`config.mk`:
```
export PLATFORM = sky130hd
export DESIGN_NAME = bk_adder_pipe
export DESIGN_NICKNAME = d
export VERILOG_FILES = /design/src/rtl/bk_pkg.sv /design/src/rtl/bk_black_cell.sv /design/src/rtl/bk_adder_pipe.sv
export SDC_FILE = /design/constraint.sdc
export NUM_CORES = 1
export LEC_CHECK = 0
export CAP_MARGIN = 20
export CORE_ASPECT_RATIO = 0.6
export CORE_MARGIN = 5
export CORE_UTILIZATION = 45
export CTS_CLUSTER_DIAMETER = 30
export DETAILED_ROUTE_END_ITERATION = 8
export PLACE_DENSITY_LB_ADDON = 0.05
export SLEW_MARGIN = 25
export SYNTH_ARGS = -nofsm -noshare
export SYNTH_HDL_FRONTEND = slang
export SYNTH_SLANG_ARGS = --single-unit
```
`constraint.sdc`:
```
create_clock -name clk -period 2.5 [get_ports clk]
set_input_delay 0.375 -clock clk [delete_from_list [all_inputs] [get_ports clk]]
set_output_delay 0.375 -clock clk [all_outputs]
set_load 0.005 [all_outputs]
```
`src/rtl/bk_pkg.sv`:
```
// Shared types and cell functions for the Brent-Kung prefix adder.
package bk_pkg;

  typedef struct packed {
    logic g;
    logic p;
  } gp_t;

  localparam int unsigned BK_WIDTH  = 16;
  localparam int unsigned BK_LEVELS = $clog2(BK_WIDTH);

  function automatic gp_t bk_black(gp_t hi, gp_t lo);
    gp_t r;
    r.g = hi.g | (hi.p & lo.g);
    r.p = hi.p & lo.p;
    return r;
  endfunction

  // A completed prefix includes bit -1 (p = 0), so its group propagate is 0.
  function automatic gp_t bk_gray(gp_t hi, gp_t lo);
    gp_t r;
    r.g = hi.g | (hi.p & lo.g);
    r.p = 1'b0;
    return r;
  endfunction

endpackage

```
`src/rtl/bk_black_cell.sv`:
```
// Brent-Kung black cell: combines a (G,P) pair with its lower neighbour.
module bk_black_cell
  import bk_pkg::*;
(
  input  gp_t i_hi,
  input  gp_t i_lo,
  output gp_t o_gp
);

  assign o_gp = bk_black(i_hi, i_lo);

endmodule

```
`src/rtl/bk_adder_pipe.sv`:
```
// Pipelined Brent-Kung adder with valid/ready stages S0 and S2.
// Define BK_ADDER_MID_REG_EN to insert stage S1 between up-sweep and down-sweep.
module bk_adder_pipe
  import bk_pkg::*;
#(
  parameter int unsigned WIDTH = BK_WIDTH
) (
  input  logic             clk,
  input  logic             rst,
  input  logic             in_valid,
  output logic             in_ready,
  input  logic [WIDTH-1:0] in_a,
  input  logic [WIDTH-1:0] in_b,
  input  logic             in_cin,
  output logic             out_valid,
  input  logic             out_ready,
  output logic [WIDTH-1:0] out_sum,
  output logic             out_cout
);

  localparam int unsigned LEVELS = $clog2(WIDTH);
`ifdef BK_ADDER_MID_REG_EN
  localparam int unsigned NUM_STAGES = 3;
`else
  localparam int unsigned NUM_STAGES = 2;
`endif

  logic [NUM_STAGES-1:0] w_valid;
  logic [NUM_STAGES-1:0] w_valid_in;
  logic [NUM_STAGES-1:0] w_load;
  logic [NUM_STAGES:0]   w_ready;

  logic [WIDTH-1:0] r_a, r_b;
  logic             r_cin;
  logic [WIDTH-1:0] r_sum;
  logic             r_cout;
  logic [WIDTH-1:0] w_g, w_p;
  logic [WIDTH-1:0] w_p_sum;
  logic             w_cin_sum;
  logic [WIDTH-1:0] w_sum;
  logic             w_cout;

  gp_t w_up [LEVELS+1][WIDTH];
  gp_t w_dn [LEVELS][WIDTH];

`ifdef BK_ADDER_MID_REG_EN
  gp_t              r_gp_mid [WIDTH];
  logic [WIDTH-1:0] r_p_mid;
  logic             r_cin_mid;
`endif

  // Ready ripples back from the consumer; in_valid never enters this chain.
  always_comb begin
    w_ready             = '0;
    w_ready[NUM_STAGES] = out_ready;
    for (int k = int'(NUM_STAGES) - 1; k >= 0; k--) begin
      w_ready[k] = !w_valid[k] || w_ready[k+1];
    end
  end

  assign w_valid_in = {w_valid[NUM_STAGES-2:0], in_valid};
  assign w_load     = w_valid_in & w_ready[NUM_STAGES-1:0];

  for (genvar k = 0; k < NUM_STAGES; k++) begin : g_stage
    logic r_stage_valid;

    always_ff @(posedge clk) begin
      if (rst) begin
        r_stage_valid <= 1'b0;
      end else if (w_ready[k]) begin
        r_stage_valid <= w_valid_in[k];
      end
    end

    assign w_valid[k] = r_stage_valid;

    if (k == 0) begin : g_s0
      always_ff @(posedge clk) begin
        if (rst) begin
          r_a   <= '0;
          r_b   <= '0;
          r_cin <= 1'b0;
        end else if (w_load[k]) begin
          r_a   <= in_a;
          r_b   <= in_b;
          r_cin <= in_cin;
        end
      end
    end else if (k == NUM_STAGES - 1) begin : g_s2
      always_ff @(posedge clk) begin
        if (rst) begin
          r_sum  <= '0;
          r_cout <= 1'b0;
        end else if (w_load[k]) begin
          r_sum  <= w_sum;
          r_cout <= w_cout;
        end
      end
    end
`ifdef BK_ADDER_MID_REG_EN
    else begin : g_s1
      always_ff @(posedge clk) begin
        if (rst) begin
          for (int i = 0; i < int'(WIDTH); i++) r_gp_mid[i] <= '0;
          r_p_mid   <= '0;
          r_cin_mid <= 1'b0;
        end else if (w_load[k]) begin
          for (int i = 0; i < int'(WIDTH); i++) r_gp_mid[i] <= w_up[LEVELS][i];
          r_p_mid   <= w_p;
          r_cin_mid <= r_cin;
        end
      end
    end
`endif
  end

  assign w_g = r_a & r_b;
  assign w_p = r_a ^ r_b;

  // Carry-in folded into bit 0 as the (cin, 0) pair at position -1.
  assign w_up[0][0] = bk_black(gp_t'({w_g[0], w_p[0]}), gp_t'({r_cin, 1'b0}));
  for (genvar i = 1; i < WIDTH; i++) begin : g_leaf
    assign w_up[0][i] = gp_t'({w_g[i], w_p[i]});
  end

  for (genvar l = 1; l <= LEVELS; l++) begin : g_up
    localparam int unsigned STEP = 1 << l;
    localparam int unsigned HALF = 1 << (l - 1);
    for (genvar i = 0; i < WIDTH; i++) begin : g_bit
      if (((i + 1) % STEP) == 0) begin : g_cell
        if (i == STEP - 1) begin : g_gray
          assign w_up[l][i] = bk_gray(w_up[l-1][i], w_up[l-1][i-HALF]);
        end else begin : g_black
          bk_black_cell u_black (
            .i_hi (w_up[l-1][i]),
            .i_lo (w_up[l-1][i-HALF]),
            .o_gp (w_up[l][i])
          );
        end
      end else begin : g_pass
        assign w_up[l][i] = w_up[l-1][i];
      end
    end
  end

`ifdef BK_ADDER_MID_REG_EN
  for (genvar i = 0; i < WIDTH; i++) begin : g_dn_src
    assign w_dn[0][i] = r_gp_mid[i];
  end
  assign w_p_sum   = r_p_mid;
  assign w_cin_sum = r_cin_mid;
`else
  for (genvar i = 0; i < WIDTH; i++) begin : g_dn_src
    assign w_dn[0][i] = w_up[LEVELS][i];
  end
  assign w_p_sum   = w_p;
  assign w_cin_sum = r_cin;
`endif

  // Down-sweep fills the odd-offset positions left incomplete by the up-sweep.
  for (genvar s = 1; s < LEVELS; s++) begin : g_dn
    localparam int unsigned LVL  = LEVELS - s;
    localparam int unsigned STEP = 1 << LVL;
    localparam int unsigned HALF = 1 << (LVL - 1);
    for (genvar i = 0; i < WIDTH; i++) begin : g_bit
      if ((((i + 1) % STEP) == HALF) && (i >= STEP)) begin : g_gray
        assign w_dn[s][i] = bk_gray(w_dn[s-1][i], w_dn[s-1][i-HALF]);
      end else begin : g_pass
        assign w_dn[s][i] = w_dn[s-1][i];
      end
    end
  end

  assign w_sum[0] = w_p_sum[0] ^ w_cin_sum;
  for (genvar i = 1; i < WIDTH; i++) begin : g_sum
    assign w_sum[i] = w_p_sum[i] ^ w_dn[LEVELS-1][i-1].g;
  end
  assign w_cout = w_dn[LEVELS-1][WIDTH-1].g;

  assign in_ready  = w_ready[0];
  assign out_valid = w_valid[NUM_STAGES-1];
  assign out_sum   = r_sum;
  assign out_cout  = r_cout;

endmodule

```
Yosys cells after proc, flatten, opt, wreduce, memory -nomap -nowiden --
Cells that the tools add are included.
Storage, ports and cells: register bits after elaboration 52, bits of input ports 37, output and inout port bits 19, word-level logic and storage cells 95
Cells by class: reductions and logical operators 4, bitwise gates (word level) 84
Operator list (count):
- 1-bit bitwise AND | 38
- 1-bit OR | 27
- 16-bit bitwise AND | 1
- 1-bit XOR | 16
- 16-bit XOR | 1
- 2-bit bitwise AND | 1
- 1-bit zero test | 2
- 1-bit logical OR | 2

Logic depth before layout (Yosys ltp) --
depth in word-level cells 16, depth in mapped cells 11, depth with buffers taken out 11

Hierarchy --
A second synthesis with hierarchy kept.
Unflattened totals: cells, all modules 285, area total of the unflattened synthesis 2688.8 um^2
By module, submodules not included:
- bk_adder_pipe | area each 2523.7 um^2, cells an instance 263, times used 1, seq. area each 1041.0 um^2
- bk_black_cell | area each 15.0 um^2, cells an instance 2, times used 11, seq. area each 0.0 um^2

Least setup slack after synthesis --
Ideal clock, no wire load.
kind register to register, start register r_a[0], end register r_sum[15], in the netlist out_sum[15], stages on the path, launching flop included 12, arrival time 2.389 ns, clock period less this slack 2.469 ns, required time 2.420 ns, path slack 0.031 ns, path buffers 0, setup time 0.080 ns, cell sequence dfxtp_1 inv_1 fa_1 inv_1 fa_1 a211oi_1 o211ai_1 a31oi_1 a21oi_1 fa_1 xnor2_1 a211oi_2
On the way: longest elaborated chain between the ends 16, elaborated cells between the ends (all ways) 17, those cells by class bitwise (17)
Ends and longest elaborated chain:
- start, declared | RTL line bk_adder_pipe.sv:33 | logic [WIDTH-1:0] r_a, r_b;
- start signal, assigned | RTL line bk_adder_pipe.sv:84 | r_a <= in_a;
- 16-bit XOR | RTL line bk_adder_pipe.sv:118 | assign w_p = r_a ^ r_b;
- 1-bit bitwise AND | RTL line bk_pkg.sv:14 | r.g = hi.g | (hi.p & lo.g);
- 1-bit OR * | RTL line bk_pkg.sv:14
- 1-bit bitwise AND * | RTL line bk_pkg.sv:22 | r.g = hi.g | (hi.p & lo.g);
- 1-bit OR * | RTL line bk_pkg.sv:22
- 1-bit bitwise AND * | RTL line bk_pkg.sv:22
- 1-bit OR * | RTL line bk_pkg.sv:22
- 1-bit bitwise AND * | RTL line bk_pkg.sv:22
- 1-bit OR * | RTL line bk_pkg.sv:22
- 1-bit bitwise AND * | RTL line bk_pkg.sv:22
- 1-bit OR * | RTL line bk_pkg.sv:22
- 1-bit bitwise AND * | RTL line bk_pkg.sv:22
- 1-bit OR * | RTL line bk_pkg.sv:22
- 1-bit bitwise AND * | RTL line bk_pkg.sv:22
- 1-bit OR * | RTL line bk_pkg.sv:22
- 1-bit XOR * | RTL line bk_adder_pipe.sv:176 | assign w_sum[i] = w_p_sum[i] ^ w_dn[LEVELS-1][i-1].g;
- end signal, assigned | RTL line bk_adder_pipe.sv:95 | r_sum <= w_sum;
- end, declared | RTL line bk_adder_pipe.sv:35 | logic [WIDTH-1:0] r_sum;
Mark *: on every way between the ends. The rest lies on a longest branch, timed or not. A chain may end at the register's enable or synchronous reset.

Worst setup path in the final report --
start register r_a[0], end register r_sum[13], in the netlist out_sum[13]
On the way: longest elaborated chain between the ends 14, elaborated cells between the ends (all ways) 15, those cells by class bitwise (15)
Ends and longest elaborated chain (RTL line):
- 16-bit XOR | bk_adder_pipe.sv:118
- 1-bit bitwise AND | bk_pkg.sv:14
- 1-bit OR * | bk_pkg.sv:14
- 1-bit bitwise AND * | bk_pkg.sv:22
- 1-bit OR * | bk_pkg.sv:22
- 1-bit bitwise AND * | bk_pkg.sv:22
- 1-bit OR * | bk_pkg.sv:22
- 1-bit bitwise AND * | bk_pkg.sv:22
- 1-bit OR * | bk_pkg.sv:22
- 1-bit bitwise AND * | bk_pkg.sv:22
- 1-bit OR * | bk_pkg.sv:22
- 1-bit bitwise AND * | bk_pkg.sv:22
- 1-bit OR * | bk_pkg.sv:22
- 1-bit XOR * | bk_adder_pipe.sv:176
Marks and branches as above.

==> metrics.yaml <==
place:
  placed_area_um2: 3070
  port_buffers: 55
  place_congestion: 0.758
  dpl.hpwl_um: 4190
drt:
  drtAntennaViolNets: 0
  wl_um: 5510
  num_vias: 2064
  post-route-drc-count: 0
  drt_pass1_iterations: 5
  via_per_inst: 4.99
  routedWlPerCell_um: 13.3
  drtIter0Drc: 85
pwr:
  power.ir.vdd_worst_mv: 0.280
  swShare_pct: 26.8
  p_per_area_nw_per_um2: 524
  power_frac_comb_pct: 18.0
  p_int_mw: 1.23
  clock_power_share_pct: 27.6
  power_frac_seq_pct: 54.4
  p_leak_nw: 1.26
  p_switching_mw: 0.449
yosys:
  synth_top_area_cell: "dfxtp_1"
  synthesis.area_um2: 2480
  synth_edf_count: 0
  syn-instance-count: 291
  yosys.cell_count.top_type: "nand2_1"
  ys_seq_area_share_pct: 42.0
  ys_types: 28
  synthTopCellsByArea: "dfxtp_1 (42%), nand2_1 (13%), a21oi_1 (9.5%)"
  ys_warn_count: 0
  syn_nets: 351
  avgSynthCellArea_um2: 8.52
  synth_flop_cell: "dfxtp_1"
  synthTopCellsByCount: "nand2_1 (86), dfxtp_1 (52), a21oi_1 (47), ha_1 (14), nor2_1 (14)"
  ys_ff_latch: 52
  ys_async_sr_fraction_pct: 0
  netlist.area_leader.share_pct: 42.0
layout:
  nNetsFinal: 408
  stdcell_area_um2: 3200
  multiInputGateArea_um2: 1320
  regArea_um2: 1040
  nFillCells: 475
  insertedDiodeCount: 0
  synthToLayoutAreaGrowth_pct: 29.2
  layout-drive-gt1-share_pct: 11.8
floorplan:
  core_area_um2: 5200
  die_w_um: 106
  die_area_um2: 7140
  rows: 20
  start_util_pct: 47.6
  io_pins: 56
  die_h_um: 67.5
sta:
  holdWs_ns: 0.455
  relSlewSlack_pct: 57.3
  setup_viol: 4
  finalCritPeriodShare_pct: 102
  worst_pin_slew_ns: 0.638
  grt_setup_unrepaired: "yes"
  finalHoldViolCount: 0
  tns_ns: -0.0846
  fin_skew_ns: 0.0111
  fin_ws_ns: -0.0386
  max_freq_mhz: 394
  drv_slew: 0
  period_minus_slack_ns: 2.54
worst_setup_path:
  cpLargestDelayFamily: "adder cells"
  path_cells: "inv_2, fa_1, inv_2, fa_2, a211oi_2, o211ai_1, a31oi_1, buf_4, inv_2, fa_2, xnor2_2, a211oi_2"
  path_class: "flip-flop to flip-flop"
  r2r_cells: 12
  critPathMaxStageDelay_ns: 0.35
  regToRegSetupSlack_ns: -0.04
  critPathSlowestCell: "fa_2"
  worstPathBufferInverterCount: 4
  worst-path-max-fanout: 3
  arrival_ns: 2.76
  start_kind: "flip-flop"
  required_ns: 2.73
  reg2reg_from: "r_a[0]"
  crit_top_cell: "inv_2"
  end_kind: "flip-flop"
  r2r-end: "out_sum[13]"
clock_tree:
  h-tree-depth: 2
  worstSkewPairLatency_ns: 0.31
  cts_root_buf: "clkbuf_8"
  cts_buffers: 5
  clk_pin_slew_ns: 0.09
  cts_sinks: 52
  cts_buffer_depth: 2
  cts_tree: "yes"
global_routing:
  overflow: 0
  grt_pass1_wl_um: 9030
  grt_max_degree: 34
  grt.total_usage_pct: 16.2
  antenna_found_initial: 0
  grt_pass1_vias: 1858
outcome:
  outcome: "complete, but fails checks"
  violations: "setup timing"
hold_path:
  hp-class: "flip-flop to flip-flop"
  holdCritStartpoint: "out_sum[7]"
  hold_depth: 2
  hold_path_end: "out_sum[7]"
flow_run:
  drv_cap: 0
flip-flops by register name, summed over array words and instances (netlist names):
register               count
r_a                       16
out_valid                  1
r_cin                      1
out_cout                   1
g_stage.r_stage_valid      1
r_b                       16
out_sum                   16
per-stage QoR:
| step | total power [mW] | worst slack, ns | std cells | utilization [%] |
|---|---|---|---|---|
| after floorplan | 1.09 | 0.0314 | 291 | - |
| after global placement | 1.22 | -0.136 | 405 | 59.0 |
| after detailed placement | 1.23 | -0.210 | 405 | 59.0 |
| after CTS | 1.69 | -0.0831 | 414 | 61.4 |
| after global routing | 1.77 | -0.168 | 414 | 61.5 |
| final | 1.68 | -0.0386 | 414 | 61.5 |
worst min-delay path: stages, from the launching register on:
cell and delay (ns):
dfxtp_1 0.32, nand2_1 0.05, a21oi_1 0.05
worst max-delay path by stage:
stage | from | slack (ns) | cells past startpoint | to
after floorplan | r_a[0] | 0.03 | 11 | out_sum[15]
after global placement | r_a[0] | -0.14 | 12 | out_sum[15]
after detailed placement | r_a[0] | -0.21 | 12 | out_sum[15]
after CTS | r_b[0] | -0.08 | 12 | out_sum[13]
after global routing | r_a[0] | -0.17 | 12 | out_sum[15]
final | r_a[0] | -0.04 | 12 | out_sum[13]
per-layer routing:
layer | up-vias | global-route usage [%] | share of wire [%]
li1 | 1073 | - | -
met1 | 947 | 24.4 | 54
met2 | 38 | 22.9 | 41
met3 | 6 | 3.53 | 4.2
met4 | 0 | 5.33 | 0.96
met5 | - | 0 | 0
layout make-up:
cell class / instances / area share (%)
clock buffers: 5 / 2.15
clock inverters: 2 / 0.391
inverters: 12 / 1.41
multi-input cells: 211 / 41.3
flip-flops and latches: 52 / 32.6
well taps: 66 / 2.58
repair buffers: 66 / 19.6
cell families (layout without fill, tap and decap cells):
family | after synthesis | after routing | share of synthesized area (%)
and+or+nand+nor | 109 | 109 | 17.7
AOI/OAI and AO/OA | 72 | 72 | 17.5
DFF | 52 | 52 | 42.0
buffers and inverters | 28 | 85 | 6.01
adders and majority gates | 23 | 23 | 14.3
xor gates and xnor gates | 7 | 7 | 2.47
cell usage in the layout (no fill, tap or decap), drive strengths merged:
cell and instances:
a211o 1, nand3b 1, clkinvlp 1, nor2b 2, ha 14, o211ai 2
nand4 2, dfxtp 52, a21oi 48, a21o 3, nand2b 2, o21a 2
fa 9, nand2 87, a31oi 1, o22ai 1, inv 12, clkinv 1
o21ai 4, a211oi 10, clkbuf 5, nor2 14, nor3 1, clkdlybuf4s50 54
xnor2 7, buf 12
power groups by stage:
stage,sequential [mW],combinational [mW],clock [mW]
finish,0.913,0.301,0.463
global route,0.921,0.336,0.517
CTS,0.913,0.303,0.478
detailed placement,0.932,0.294,0
global placement,0.930,0.291,0
floorplan,0.924,0.169,0
timing repair:
action                     4_1_cts  5_1_grt
setup buffers                    2        0
gates cloned                     0        0
hold buffers                     0        0
setup endpoints to repair        5        9
hold endpoints to repair         0        0
resized for setup               10        5
pin swaps                        8       10
Power figures use the tool's default switching activity.
